[src/rtl/dvi_video_tx.sv]
// Video timing and pixel engine for a CH7301C DVI transmitter in IDF=3 mode.
// Produces registered HSYNC/VSYNC/DE and splits RGB555 into rise/fall DDR halves.
module dvi_video_tx #(
  parameter int unsigned HORI_FRONT_PORCH  = 24,
  parameter int unsigned HORI_SYNC_PULSE   = 136,
  parameter int unsigned HORI_BACK_PORCH   = 160,
  parameter int unsigned HORI_VISIBLE_AREA = 1024,
  parameter int unsigned VERT_FRONT_PORCH  = 3,
  parameter int unsigned VERT_SYNC_PULSE   = 6,
  parameter int unsigned VERT_BACK_PORCH   = 29,
  parameter int unsigned VERT_VISIBLE_AREA = 768,
  parameter bit          SYNC_POLARITY     = 1'b0
) (
  input  logic        clk,
  input  logic        rst,
  input  logic [14:0] pixel_data,
  input  logic        pixel_valid,
  output logic        pixel_ready,
  output logic        frame_start,
  output logic        underflow,
  output logic [11:0] dvi_data_rise,
  output logic [11:0] dvi_data_fall,
  output logic        dvi_de,
  output logic        dvi_h,
  output logic        dvi_v
);

  localparam int unsigned HW = HORI_FRONT_PORCH + HORI_SYNC_PULSE + HORI_BACK_PORCH +
                               HORI_VISIBLE_AREA;
  localparam int unsigned VW = VERT_FRONT_PORCH + VERT_SYNC_PULSE + VERT_BACK_PORCH +
                               VERT_VISIBLE_AREA;
  localparam int unsigned HB = $clog2(HW);
  localparam int unsigned VB = $clog2(VW);

  localparam logic [HB-1:0] HLast     = HB'(HW - 1);
  localparam logic [HB-1:0] HSyncEnd  = HB'(HORI_SYNC_PULSE);
  localparam logic [HB-1:0] HActStart = HB'(HORI_SYNC_PULSE + HORI_BACK_PORCH);
  localparam logic [HB-1:0] HActEnd   = HB'(HORI_SYNC_PULSE + HORI_BACK_PORCH +
                                            HORI_VISIBLE_AREA);
  localparam logic [VB-1:0] VLast     = VB'(VW - 1);
  localparam logic [VB-1:0] VSyncEnd  = VB'(VERT_SYNC_PULSE);
  localparam logic [VB-1:0] VVisStart = VB'(VERT_SYNC_PULSE + VERT_BACK_PORCH);
  localparam logic [VB-1:0] VVisEnd   = VB'(VERT_SYNC_PULSE + VERT_BACK_PORCH +
                                            VERT_VISIBLE_AREA);

  logic [HB-1:0] h_q;
  logic [VB-1:0] v_q;
  logic          v_vis, vs, hs, act;

  always_ff @(posedge clk or posedge rst) begin
    if (rst) begin
      h_q <= '0;
      v_q <= '0;
    end else if (h_q == HLast) begin
      h_q <= '0;
      v_q <= (v_q == VLast) ? '0 : v_q + 1'b1;
    end else begin
      h_q <= h_q + 1'b1;
    end
  end

  // Sync and active regions are mutually exclusive: hsync only on visible lines.
  always_comb begin
    v_vis = (v_q >= VVisStart) && (v_q < VVisEnd);
    vs    = (v_q < VSyncEnd);
    hs    = v_vis && (h_q < HSyncEnd);
    act   = v_vis && (h_q >= HActStart) && (h_q < HActEnd);
  end

  assign pixel_ready = act;

  always_ff @(posedge clk or posedge rst) begin
    if (rst) begin
      dvi_v         <= ~SYNC_POLARITY;
      dvi_h         <= ~SYNC_POLARITY;
      dvi_de        <= 1'b0;
      frame_start   <= 1'b0;
      underflow     <= 1'b0;
      dvi_data_rise <= '0;
      dvi_data_fall <= '0;
    end else begin
      dvi_v       <= ~(vs ^ SYNC_POLARITY);
      dvi_h       <= ~(hs ^ SYNC_POLARITY);
      dvi_de      <= act;
      frame_start <= (h_q == '0) && (v_q == '0);
      underflow   <= underflow | (act & ~pixel_valid);
      // A missing pixel is output as black; timing never waits for the source.
      if (act && pixel_valid) begin
        dvi_data_rise <= {1'b0, pixel_data[14:10], pixel_data[9:8], 4'b0000};
        dvi_data_fall <= {pixel_data[7:5], pixel_data[4:0], 4'b0000};
      end else begin
        dvi_data_rise <= '0;
        dvi_data_fall <= '0;
      end
    end
  end

endmodule

[config.mk]
export PLATFORM = sky130hd
export DESIGN_NAME = dvi_video_tx
export DESIGN_NICKNAME = d
export VERILOG_FILES = /design/src/rtl/dvi_video_tx.sv
export SDC_FILE = /design/constraint.sdc
export NUM_CORES = 1
export LEC_CHECK = 0
export BUFFER_PORTS_ARGS = -buffer_cell sky130_fd_sc_hd__buf_2
export CAP_MARGIN = 20
export CORE_UTILIZATION = 40
export CTS_CLUSTER_SIZE = 14
export DETAILED_ROUTE_END_ITERATION = 6
export GPL_TIMING_DRIVEN = 1
export PLACE_DENSITY = 0.59
export REMOVE_ABC_BUFFERS = 1
export SETUP_SLACK_MARGIN = 0.5
export SYNTH_ARGS = -nofsm -noshare
export SYNTH_HDL_FRONTEND = slang
export SYNTH_SLANG_ARGS = --single-unit
export TNS_END_PERCENT = 10
[constraint.sdc]
create_clock -name clk -period 2.4 [get_ports clk]
set_clock_uncertainty 0.2 [all_clocks]
set_input_delay 0.36 -clock clk [delete_from_list [all_inputs] [get_ports clk]]
set_output_delay 0.36 -clock clk [all_outputs]
set_load 0.1 [all_outputs]
======== After elaboration in Yosys (flattened, before gate mapping) ========
Cells that the tools add are included.
word-level totals
  register bits after elaboration ......... 50
  bits in latches ......................... 0
  bits in writable memories ............... 0
  ROM bits ................................ 0
  output and inout port bits .............. 30
  logic and storage cells ................. 36
  memories ................................ 0
cells by class
  add/sub/neg operators ................... 2
  multipliers ............................. 0
  div/mod/pow operators ................... 0
  order comparisons ....................... 6
  equality and inequality tests ........... 2
  shifts and indexed selects .............. 0
  mux-type cells .......................... 4
  bitwise gates (word level) .............. 5
  reductions and logical operators ........ 8
operator list
  cell                     count
  $mux W11                 2
  $mux W12                 1
  $add A11 B1 Y11 const B  1
  $eq A11 B11 Y1 const B   1
  $ge A11 B9 Y1 const B    1
  $logic_not A11 Y1        1
  $lt A11 B11 Y1 const B   1
  $lt A11 B8 Y1 const B    1
  $add A10 B1 Y10 const B  1
  $eq A10 B10 Y1 const B   1
  $ge A10 B6 Y1 const B    1
  $logic_not A10 Y1        1
  $lt A10 B10 Y1 const B   1
  $lt A10 B3 Y1 const B    1
  $mux W10                 1
  $logic_and A1 B1 Y1      6
  $not A1 Y1               3
  $and A1 B1 Y1            1
  $or A1 B1 Y1             1

======== Depth between registers and ports, before layout ========
  word-level depth ........................ 6
  depth in mapped cells ................... 7

======== Worst setup path before layout ========
OpenSTA, ideal clock, no wires.
  path type ............................... flip-flop to output port
  start point ............................. register v_q[0]
  end point ............................... output port pixel_ready
  arrival time ............................ 1.711 ns
  slack ................................... 0.129 ns
  stages on the path, launching flop included .. 7
  buffers on the path ..................... 1
  path through ............................ dfrtp_1 ha_1 o41a_1 o311ai_4 nand4_2 inv_2 buf_6
between the ends
  cells in the longest elaborated chain, start to end .. 4
  elaborated cells on any way between the ends .. 5
  classes of those cells .................. order compare (2); reduce/logical (3)
RTL lines
  element                                          line  RTL
  start, declared                                  47    logic [VB-1:0] v_q;
  start signal, assigned                           56    v_q <= (v_q == VLast) ? '0 : v_q + 1'b1;
  $ge A10 B6 Y1 or $lt A10 B10 Y1 (tied branches)  64    v_vis = (v_q >= VVisStart) && (v_q < VVisEnd);
  $logic_and A1 B1 Y1 (*)                          64
  $logic_and A1 B1 Y1 (*) (2 in a row)             67    act = v_vis && (h_q >= HActStart) && (h_q < HActEnd);
  end, declared                                    18    output logic pixel_ready,
Mark *: on every way between the ends. The rest lies on a longest branch, timed or not.

======== Final worst setup path ========
Same ends and word-level chain as after synthesis.

==> impl_metrics.json <==
{
  "grt_overflow": 0,
  "syn_inst": 186,
  "ys_types": 43,
  "cts.clk_slew.worst_paths_ns": 0.07,
  "drcViolationCount": 0,
  "utilization_pct": 52.6,
  "path_cells": "ha_2 -> o41a_1 -> o311ai_4 -> nand4_2 -> inv_2 -> buf_12",
  "startpoint_type": "flop",
  "grt_usage_pct": 17.4,
  "power.net_switching_mw": 0.319,
  "routed_wl_um": 4180,
  "cts_tree": "done",
  "die_h_um": 72.9,
  "die_w_um": 72.9,
  "synth-seq-cells": 41,
  "pre_cts_ws_ns": 0.169,
  "status": "complete, but fails checks",
  "core_area_um2": 4790,
  "combPwrFrac_pct": 7.3,
  "finalCritPeriodShare_pct": 103,
  "worst_r2r_endpoint": "underflow",
  "setup_slack_ns": -0.0791,
  "stdcell_area_um2": 2520,
  "firstDrtPassIters": 4,
  "vdd_drop_max_mv": 0.292,
  "cts_buffer_depth": 2,
  "initial_core_util_pct": 42.0,
  "max_freq_ghz": 0.403,
  "seqPwrFrac_pct": 50.8,
  "htreeDepth": 2,
  "worst_hold_slack_ns": -0.0122,
  "synth_edf_count": 0,
  "powerDensity_nw_per_um2": 540,
  "yosysSeqAreaShare_pct": 51.2,
  "crit_arrival_ns": 1.92,
  "vias": 1547,
  "rows": 25,
  "synth_area_um2": 2010,
  "grt_pass1_vias": 1499,
  "ctsHoldBuffers": 0,
  "wl_per_cell_um": 13.5,
  "antenna_found_initial": 0,
  "stdcell_count": 309,
  "cts_buffers": 5,
  "grt_max_degree": 42,
  "drive_above_1_share_pct": 38.8,
  "yosysWarnings": 0,
  "setup_viol": 1,
  "placedCellCount": 290,
  "regToRegStartpoint": "v_q[0]",
  "worstPathRequired_ns": 1.84,
  "cts-root-buf": "clkbuf_8",
  "dp_hpwl_um": 2830,
  "nFillCells": 439,
  "async_reset_ff_share_pct": 100,
  "r2r_slack_ns": 0.03,
  "maxSlewViolCount": 0,
  "ioPinCount": 48,
  "violations": "hold timing, setup timing",
  "period_minus_slack_ns": 2.48,
  "worstPathMaxFanout": 2,
  "clockPowerShare_pct": 41.9,
  "gp_congestion": 0.755,
  "placed_area_um2": 2270,
  "post_drt_via_cell_ratio": 5.01,
  "area_delta_synth_final_pct": 25.4,
  "ff2ff_path_depth": 10,
  "nNetsFinal": 264,
  "relSlewSlack_pct": 61.3,
  "synthFlopType": "dfrtp_1",
  "p_sw_share_pct": 23.4,
  "maxCapViolCount": 0,
  "clock-sinks": 41,
  "die-area_um2": 5310,
  "mostFrequentLayoutCells": "buf_2, dfrtp_1, buf_4",
  "worst_slew_pin_slew_ns": 0.576,
  "critPathKind": "reg -> out",
  "drtIter0Drc": 72,
  "min_path_type": "in -> async",
  "internal_power_mw": 1.04,
  "clk_latency_ns": 0.29,
  "ant_nets": 0,
  "syn_avg_cell_area_um2": 10.8,
  "cp_slowest_cell": "dfrtp_1",
  "diodes": 0,
  "critPathCaptureType": "output pin",
  "grt_first_pass_wirelength_um": 7020,
  "total_leakage_power_nw": 1.29,
  "rsz0062_at_grt": "true",
  "hold_viol_final": 39,
  "layout_commonest_cell": "buf_2",
  "numPortBuffers": 38,
  "critPathMaxStageDelay_ns": 0.39
}
-- metal layers --
layer  vias up  GRT usage (%)  routed length (um)
li1        758              -                   -
met4         0           5.88                  44
met5         -              0                   0
met2        39           26.3                1950
met3         5           4.70                 189
met1       745           24.2                1990
-- layout make-up --
| type | count | area (um2) | area share (%) |
|---|---|---|---|
| clock buffer | 7 | 86.3 | 3.43 |
| clock inverter | 1 | 30.0 | 1.19 |
| inverter | 9 | 33.8 | 1.34 |
| multi-input combinational | 127 | 892 | 35.4 |
| sequential | 41 | 1040 | 41.2 |
| tap | 67 | 83.8 | 3.33 |
| timing repair buffer | 57 | 355 | 14.1 |
-- Yosys cell counts (3+ instances only) --
library cell	n	area share, %
a21oi_1	5	1.2
a31oi_1	4	1.2
and2_1	3	0.93
and3_1	14	4.4
and3_2	6	2.2
and4_1	3	1.3
buf_4	9	3.4
clkbuf_1	4	0.75
dfrtp_1	39	49
ha_1	5	3.1
inv_1	8	1.5
nand2_1	13	2.4
nand3_1	9	2.2
nand4_1	6	1.9
nor2_1	7	1.3
nor4_1	4	1.2
o21ai_0	8	2.0
xnor2_1	6	2.6
xor2_1	3	1.3
-- metrics by stage --
step	power [mW]	setup TNS [ns]
floorplan	0.783	0
CTS	1.38	-0.0749
global placement	0.805	0
finish	1.36	-0.0791
detailed placement	0.806	0
global route	1.41	-0.234
-- power groups by stage --
stage               Clock (mW)  Sequential (mW)  Combinational (mW)
global route             0.614            0.692               0.105
finish                   0.571            0.692              0.0989
floorplan                    0            0.712              0.0717
detailed placement           0            0.705               0.100
CTS                      0.586            0.691               0.100
global placement             0            0.705              0.0999
-- repair_timing --
item / CTS / global route
pin swaps: 2 / 7
gates cloned: 1 / 0
setup buffers: 8 / 2
gates resized for setup: 8 / 12
setup endpoints to repair: 28 / 29
-- how the worst max path moves through the flow --
stage	end	start	cells past startpoint
2_1_floorplan	pixel_ready	v_q[0]	5
3_3_place_gp	pixel_ready	v_q[1]	6
3_5_place_dp	pixel_ready	v_q[1]	6
4_1_cts	pixel_ready	v_q[0]	6
5_1_grt	pixel_ready	v_q[0]	6
6_report	pixel_ready	v_q[0]	6
-- logic make-up after synthesis --
family	Yosys count	synth area share, %
flops	41	51.2
fa+ha+maj	5	3.12
compound gates	26	9.22
mux	2	0.997
buf+inv	26	7.41
simple gates	76	23.9
other cells	1	0.187
xor+xnor	9	3.93
-- state kept, by name, summed over array words and instances (netlist names) --
signal	cells
h_q	11
v_q	10
dvi_data_fall	8
dvi_data_rise	7
dvi_de	1
dvi_h	1
dvi_v	1
frame_start	1
underflow	1
-- critical path: cells and delay by family (launching register included) --
family                     cells  cell delay (ns)
adders and majority gates      1             0.20
AOI/OAI and AO/OA              2             0.61
DFF                            1             0.39
buffers and inverters          2             0.28
and+or+nand+nor                1             0.15
No activity file was read; power rests on OpenSTA's default activity.
